`config.mk`:
```
export PLATFORM = sky130hd
export DESIGN_NAME = dcache_ctrl
export DESIGN_NICKNAME = d
export VERILOG_FILES = /design/src/rtl/dcache_ctrl.sv
export SDC_FILE = /design/constraint.sdc
export NUM_CORES = 1
export LEC_CHECK = 0
export ABC_AREA = 1
export CORE_MARGIN = 3
export CORE_UTILIZATION = 37
export DETAILED_ROUTE_END_ITERATION = 12
export GPL_TIMING_DRIVEN = 1
export MAX_ROUTING_LAYER = met4
export PLACE_DENSITY_LB_ADDON = 0.12
export SLEW_MARGIN = 20
export SYNTH_ARGS = -nofsm -noshare
export SYNTH_HDL_FRONTEND = slang
export SYNTH_SLANG_ARGS = --single-unit
```
`constraint.sdc`:
```
create_clock -name clk -period 2.2 [get_ports clk]
set_input_delay 0.44 -clock clk [delete_from_list [all_inputs] [get_ports clk]]
set_output_delay 0.44 -clock clk [all_outputs]
set_load 0.02 [all_outputs]
```
`src/rtl/dcache_ctrl.sv`:
```
// Direct-mapped, write-back, write-allocate data-cache controller.
// Miss path: optional 4-word write-back, then 4-word allocate overlapped with the memory latency.
module dcache_ctrl #(
  parameter int TAG_W   = 5,
  parameter int IDX_W   = 8,
  parameter int MEM_LAT = 2
) (
  input  logic             clk,
  input  logic             rst,
  input  logic [15:0]      Addr,
  input  logic [15:0]      DataIn,
  input  logic             Rd,
  input  logic             Wr,
  output logic [15:0]      DataOut,
  output logic             Done,
  output logic             Stall,
  output logic             CacheHit,
  output logic             err,
  output logic [3:0]       state,
  output logic             c_en,
  output logic             c_comp,
  output logic             c_write,
  output logic             c_valid_in,
  output logic [IDX_W-1:0] c_index,
  output logic [2:0]       c_offset,
  output logic [TAG_W-1:0] c_tag_in,
  output logic [15:0]      c_data_in,
  input  logic             c_hit,
  input  logic             c_dirty,
  input  logic             c_valid,
  input  logic             c_err,
  input  logic [TAG_W-1:0] c_tag_out,
  input  logic [15:0]      c_data_out,
  output logic [15:0]      m_addr,
  output logic [15:0]      m_data_in,
  output logic             m_wr,
  output logic             m_rd,
  input  logic [15:0]      m_data_out,
  input  logic             m_stall,
  input  logic             m_err
);

  localparam logic [3:0] IDLE = 4'd0;
  localparam logic [3:0] WB0  = 4'd1;
  localparam logic [3:0] WB3  = 4'd4;
  localparam logic [3:0] AL0  = 4'd5;
  localparam logic [3:0] AL3  = 4'd8;
  localparam logic [3:0] AL5  = 4'd10;
  localparam logic [3:0] FIN  = 4'd11;
  // First allocate state whose memory read data has arrived.
  localparam logic [3:0] WR_FIRST = 4'(AL0 + MEM_LAT);

  logic [3:0]       next_state;
  logic             latch_req;
  logic             fault;
  logic [15:0]      req_addr;
  logic [15:0]      req_data;
  logic             req_rd;
  logic             req_wr;
  logic [TAG_W-1:0] victim_tag;
  logic [TAG_W-1:0] in_tag, req_tag;
  logic [IDX_W-1:0] in_idx, req_idx;
  logic [1:0]       wb_word, rd_word, wr_word;

  assign in_tag  = Addr[15 -: TAG_W];
  assign in_idx  = Addr[IDX_W+2:3];
  assign req_tag = req_addr[15 -: TAG_W];
  assign req_idx = req_addr[IDX_W+2:3];
  assign wb_word = 2'(state - WB0);
  assign rd_word = 2'(state - AL0);
  assign wr_word = 2'(state - WR_FIRST);
  assign Stall   = !rst && (state != IDLE);

  always_comb begin
    next_state = state;
    latch_req  = 1'b0;
    Done       = 1'b0;
    CacheHit   = 1'b0;
    err        = 1'b0;
    DataOut    = '0;
    c_en       = 1'b0;
    c_comp     = 1'b0;
    c_write    = 1'b0;
    c_valid_in = 1'b0;
    c_index    = '0;
    c_offset   = '0;
    c_tag_in   = '0;
    c_data_in  = '0;
    m_addr     = '0;
    m_data_in  = '0;
    m_wr       = 1'b0;
    m_rd       = 1'b0;
    // Response faults abort without gating strobes, keeping c_err/m_err free of combinational loops.
    fault = c_err || m_err || (m_stall && state >= WB0 && state <= AL3);
    if (!rst) begin
      if (state == IDLE) begin
        if ((Rd && Wr) || ((Rd || Wr) && Addr[0])) begin
          err = 1'b1;
        end else if (Rd || Wr) begin
          c_en      = 1'b1;
          c_comp    = 1'b1;
          c_write   = Wr;
          c_index   = in_idx;
          c_offset  = Addr[2:0];
          c_tag_in  = in_tag;
          c_data_in = DataIn;
          if (c_hit && c_valid) begin
            Done     = 1'b1;
            CacheHit = 1'b1;
            if (Rd) DataOut = c_data_out;
          end else begin
            latch_req  = 1'b1;
            next_state = (c_valid && c_dirty) ? WB0 : AL0;
          end
        end
      end else if (state >= WB0 && state <= WB3) begin
        c_en       = 1'b1;
        c_index    = req_idx;
        c_offset   = {wb_word, 1'b0};
        m_wr       = 1'b1;
        m_addr     = {victim_tag, req_idx, wb_word, 1'b0};
        m_data_in  = c_data_out;
        next_state = (state == WB3) ? AL0 : state + 4'd1;
      end else if (state >= AL0 && state <= AL5) begin
        if (state <= AL3) begin
          m_rd   = 1'b1;
          m_addr = {req_tag, req_idx, rd_word, 1'b0};
        end
        if (state >= WR_FIRST) begin
          c_en       = 1'b1;
          c_write    = 1'b1;
          c_index    = req_idx;
          c_offset   = {wr_word, 1'b0};
          c_tag_in   = req_tag;
          c_data_in  = m_data_out;
          c_valid_in = (state == AL5);
        end
        next_state = (state == AL5) ? FIN : state + 4'd1;
      end else if (state == FIN) begin
        // Replay the latched request against the freshly filled line.
        c_en       = 1'b1;
        c_comp     = 1'b1;
        c_write    = req_wr;
        c_index    = req_idx;
        c_offset   = req_addr[2:0];
        c_tag_in   = req_tag;
        c_data_in  = req_data;
        Done       = 1'b1;
        if (req_rd) DataOut = c_data_out;
        next_state = IDLE;
      end else begin
        err        = 1'b1;
        next_state = IDLE;
      end
      if (fault) begin
        err        = 1'b1;
        Done       = 1'b0;
        CacheHit   = 1'b0;
        DataOut    = '0;
        latch_req  = 1'b0;
        next_state = IDLE;
      end
    end
  end

  always_ff @(posedge clk) begin
    if (rst) begin
      state      <= IDLE;
      req_addr   <= '0;
      req_data   <= '0;
      req_rd     <= 1'b0;
      req_wr     <= 1'b0;
      victim_tag <= '0;
    end else begin
      state <= next_state;
      if (latch_req) begin
        req_addr   <= Addr;
        req_data   <= DataIn;
        req_rd     <= Rd;
        req_wr     <= Wr;
        victim_tag <= c_tag_out;
      end
    end
  end

endmodule
```
==> impl_metrics.py, run 1 <==
metrics = {
    "clocking": {
        "clockBufferDepth": 2,
        "clock_latency_ns": 0.30,
        "clk_pin_slew_worst_paths_ns": 0.08,
        "cts_buffers": 5,
        "clock_sinks": 43,
        "cts_tree": "built",
        "htree_levels": 2,
        "cts_root_buffer": "clkbuf_8",
    },
    "setup_path": {
        "cp.arrival_ns": 2.16,
        "path_cells": "inv_4, ha_4, inv_4, a21oi_4, nand2_4, nand2_4, nand2_4, buf_6, nand3b_1, buf_4, o211ai_1, inv_1, buf_6",
        "path_class": "reg2out",
        "r2r_cells": 14,
        "critPathLaunchType": "register",
        "crit_top_cell": "nand2_4",
        "worstPathRequired_ns": 1.76,
        "reg2reg_to": "victim_tag[4]$_SDFFE_PP0P_",
        "worstSetupStartpoint": "state[1]$_SDFFE_PP0P_",
        "crit_family": "buffers and inverters",
        "cpPeakStageDelay_ns": 0.35,
        "critPathCaptureType": "primary output",
        "crit_end": "c_index[7]",
        "slowest_stage": "dfxtp_2",
        "worstReg2RegStart": "state[1]$_SDFFE_PP0P_",
        "r2r_slack_ns": 0.08,
        "crit_fanout": 4,
        "crit_buf_inv": 6,
        "timing.critical_path.depth": 13,
    },
    "timing": {
        "fin_skew_ns": 0.00605,
        "slew_violations": 0,
        "post-route-min-period_ns": 2.60,
        "rsz0062_at_grt": "true",
        "fin_crit_sh_pct": 118,
        "fmax_ghz": 0.384,
        "final_hold_viol_count": 0,
        "setup_slack_ns": -0.401,
        "setup_viol": 87,
    },
    "route": {
        "drt-total-wl_um": 16900,
        "drt_iter0_drc": 329,
        "dr.pass1.iters": 5,
        "ant_nets": 0,
        "vias_per_cell": 5.29,
        "drcViolationCount": 0,
        "vias": 5285,
        "wl_per_cell_um": 16.9,
    },
    "logic_synthesis": {
        "ys_warn_count": 0,
        "synth_edf_count": 0,
        "async_flop_share_pct": 0,
        "yosysSeqAreaShare_pct": 24.8,
        "synth_seq_cells": 43,
        "synth_top_area_cell": "dfxtp_1",
        "synth_area_mm2": 0.00347,
        "ys_types": 34,
        "synth_top_area_share_pct": 24.8,
        "synthCells": 635,
        "synth_area_leaders": "dfxtp_1, nand2_1, nor2_1",
        "synth_nets": 717,
        "synthFlopType": "dfxtp_1",
        "avgSynthCellArea_um2": 5.46,
    },
    "grt": {
        "track_usage_pct": 28.3,
        "grt_pass1_vias": 4762,
        "grt_pass1_wl_um": 23400,
        "grt-ovfl-total": 0,
        "antenna_found_initial": 0,
        "grt_max_degree": 41,
    },
    "pwr": {
        "powerDensity_mw_per_mm2": 287,
        "p_leak_uw": 0.00319,
        "total_power_uw": 2100,
        "ir_worst_vdd_mv": 0.199,
    },
    "cells_and_area": {
        "seq_area_um2": 873,
        "fin_nets": 973,
        "diodes": 0,
        "multi_input_area_mm2": 0.00301,
        "fillers": 586,
        "area.growth.synth_to_final_pct": 111,
        "layout.cells.non_filler": 1000,
        "post_route_cells_drive_above_1_share_pct": 44.4,
    },
    "floorplan": {
        "std_cell_rows": 34,
        "start_util_pct": 38.8,
        "die_width_um": 103,
        "dieHeight_um": 103,
        "die_area_mm2": 0.0106,
        "core-area_mm2": 0.00893,
        "ios": 173,
    },
    "status": {
        "violations": "negative setup slack",
        "status": "complete, but fails checks",
    },
    "placement": {
        "place_inst": 951,
        "place_ws_ns": -0.866,
        "port_buffers": 171,
        "routabilityCongestion": 0.867,
        "dp_hpwl_um": 9800,
    },
    "worst_hold_path": {
        "hp-class": "reg2reg",
    },
    "run": {
        "drv_cap": 0,
    },
}
## synthesized netlist by cell type (all sizes together) (2+ instances only)
cell type / n
nor3: 2
inv: 79
nor2: 112
clkinv: 2
clkbuf: 18
buf: 23
nand3: 79
dfxtp: 43
nand2: 186
a21oi: 31
o211ai: 4
o21ai: 46
a31oi: 2
ha: 3
## report_power, final
| part | internal (uW) | total, uW | switching [uW] |
|---|---|---|---|
| clock network | 287 | 585 | 298 |
| registers | 790 | 800 | 9.14 |
| logic | 344 | 711 | 368 |
## placed cells by master (no fill, tap or decap), drive strengths merged
cell type        n
clkinv           2
xor2             1
nand2          186
o21ai           46
conb             1
nor2           112
ha               3
buf            206
nor3             2
o21a             1
nand3b           1
a31oi            2
dlygate4sd2      3
a21oi           31
nand3           79
dfxtp           43
inv             80
clkdlybuf4s50   79
clkbuf           9
o211ai           4
o22ai            1
## worst min-delay path by stage
stage	start	to	slack (ns)	cells past startpoint
6_report	req_addr[0]$_SDFFE_PP0P_	req_addr[0]$_SDFFE_PP0P_	0.47	2
5_1_grt	req_addr[0]$_SDFFE_PP0P_	req_addr[0]$_SDFFE_PP0P_	0.50	2
4_1_cts	req_addr[0]$_SDFFE_PP0P_	req_addr[0]$_SDFFE_PP0P_	0.46	2
3_5_place_dp	req_addr[0]$_SDFFE_PP0P_	req_addr[0]$_SDFFE_PP0P_	0.44	2
3_3_place_gp	req_addr[0]$_SDFFE_PP0P_	req_addr[0]$_SDFFE_PP0P_	0.43	2
2_1_floorplan	req_addr[0]$_SDFFE_PP0P_	req_addr[0]$_SDFFE_PP0P_	0.42	2
## repair_timing
action                     in CTS  in global routing
cloned                          4                  1
pin swaps                      26                 47
hold buffers                    0                  0
setup endpoints to repair     127                126
resized for setup             630                125
buffers inserted               30                 15
## logic make-up after synthesis
group / synth area share, %
AOI/OAI and AO/OA: 13.2
other: 0.108
xor gates and xnor gates: 0.253
buffers and inverters: 14.8
adders and majority gates: 1.08
DFF: 24.8
and+or+nand+nor: 45.7
## area by class of cell
| cell class | instances | share of cell area, % |
|---|---|---|
| Multi-Input combinational cell | 470 | 41.1 |
| Timing Repair Buffer | 290 | 39.1 |
| Sequential cell | 43 | 11.9 |
| Inverter | 81 | 4.67 |
| Tap cell | 108 | 1.85 |
| Clock buffer | 7 | 1.32 |
| Clock inverter | 1 | 0.0855 |
## stage by stage
step / hold slack (ns) / utilization [%] / instance area (um^2) / TNS [ns]
2_1_floorplan: 0.421 / - / 3710 / 0
3_3_place_gp: 0.429 / 67.2 / 6010 / -54.98
3_5_place_dp: 0.443 / 67.2 / 6010 / -55.71
4_1_cts: 0.456 / 75.9 / 6780 / -19.94
5_1_grt: 0.503 / 81.9 / 7320 / -33.59
6_report: 0.473 / 81.9 / 7320 / -25.62
## worst register-to-register path: cells and delay by family (launching register included)
| kind | cells | cell delay, ns |
|---|---|---|
| flops | 1 | 0.35 |
| fa+ha+maj | 1 | 0.17 |
| buf+inv | 4 | 0.63 |
| simple gates | 9 | 0.86 |
## layer usage
metal	up-vias	GRT usage [%]	routed length, um
met5	-	-	0
met4	0	6.97	614
met3	68	5.21	1450
met2	290	48.6	8410
met1	2439	34.4	6450
li1	2488	-	-
## flip-flops by register name, summed over array words and instances (netlist names)
register	flops
req_rd	1
req_addr	16
victim_tag	5
state	4
req_wr	1
req_data	16
(Power assumes the default switching activity.)
==> run 2: changes to the inputs <==
--- a/config.mk
+++ b/config.mk
@@ -12,7 +12,6 @@
 export GPL_TIMING_DRIVEN = 1
 export MAX_ROUTING_LAYER = met4
 export PLACE_DENSITY_LB_ADDON = 0.12
-export SLEW_MARGIN = 20
 export SYNTH_ARGS = -nofsm -noshare
 export SYNTH_HDL_FRONTEND = slang
 export SYNTH_SLANG_ARGS = --single-unit
==> results of run 2 <==
No change in the layout: final DEF, timing and power equal those of run 1.
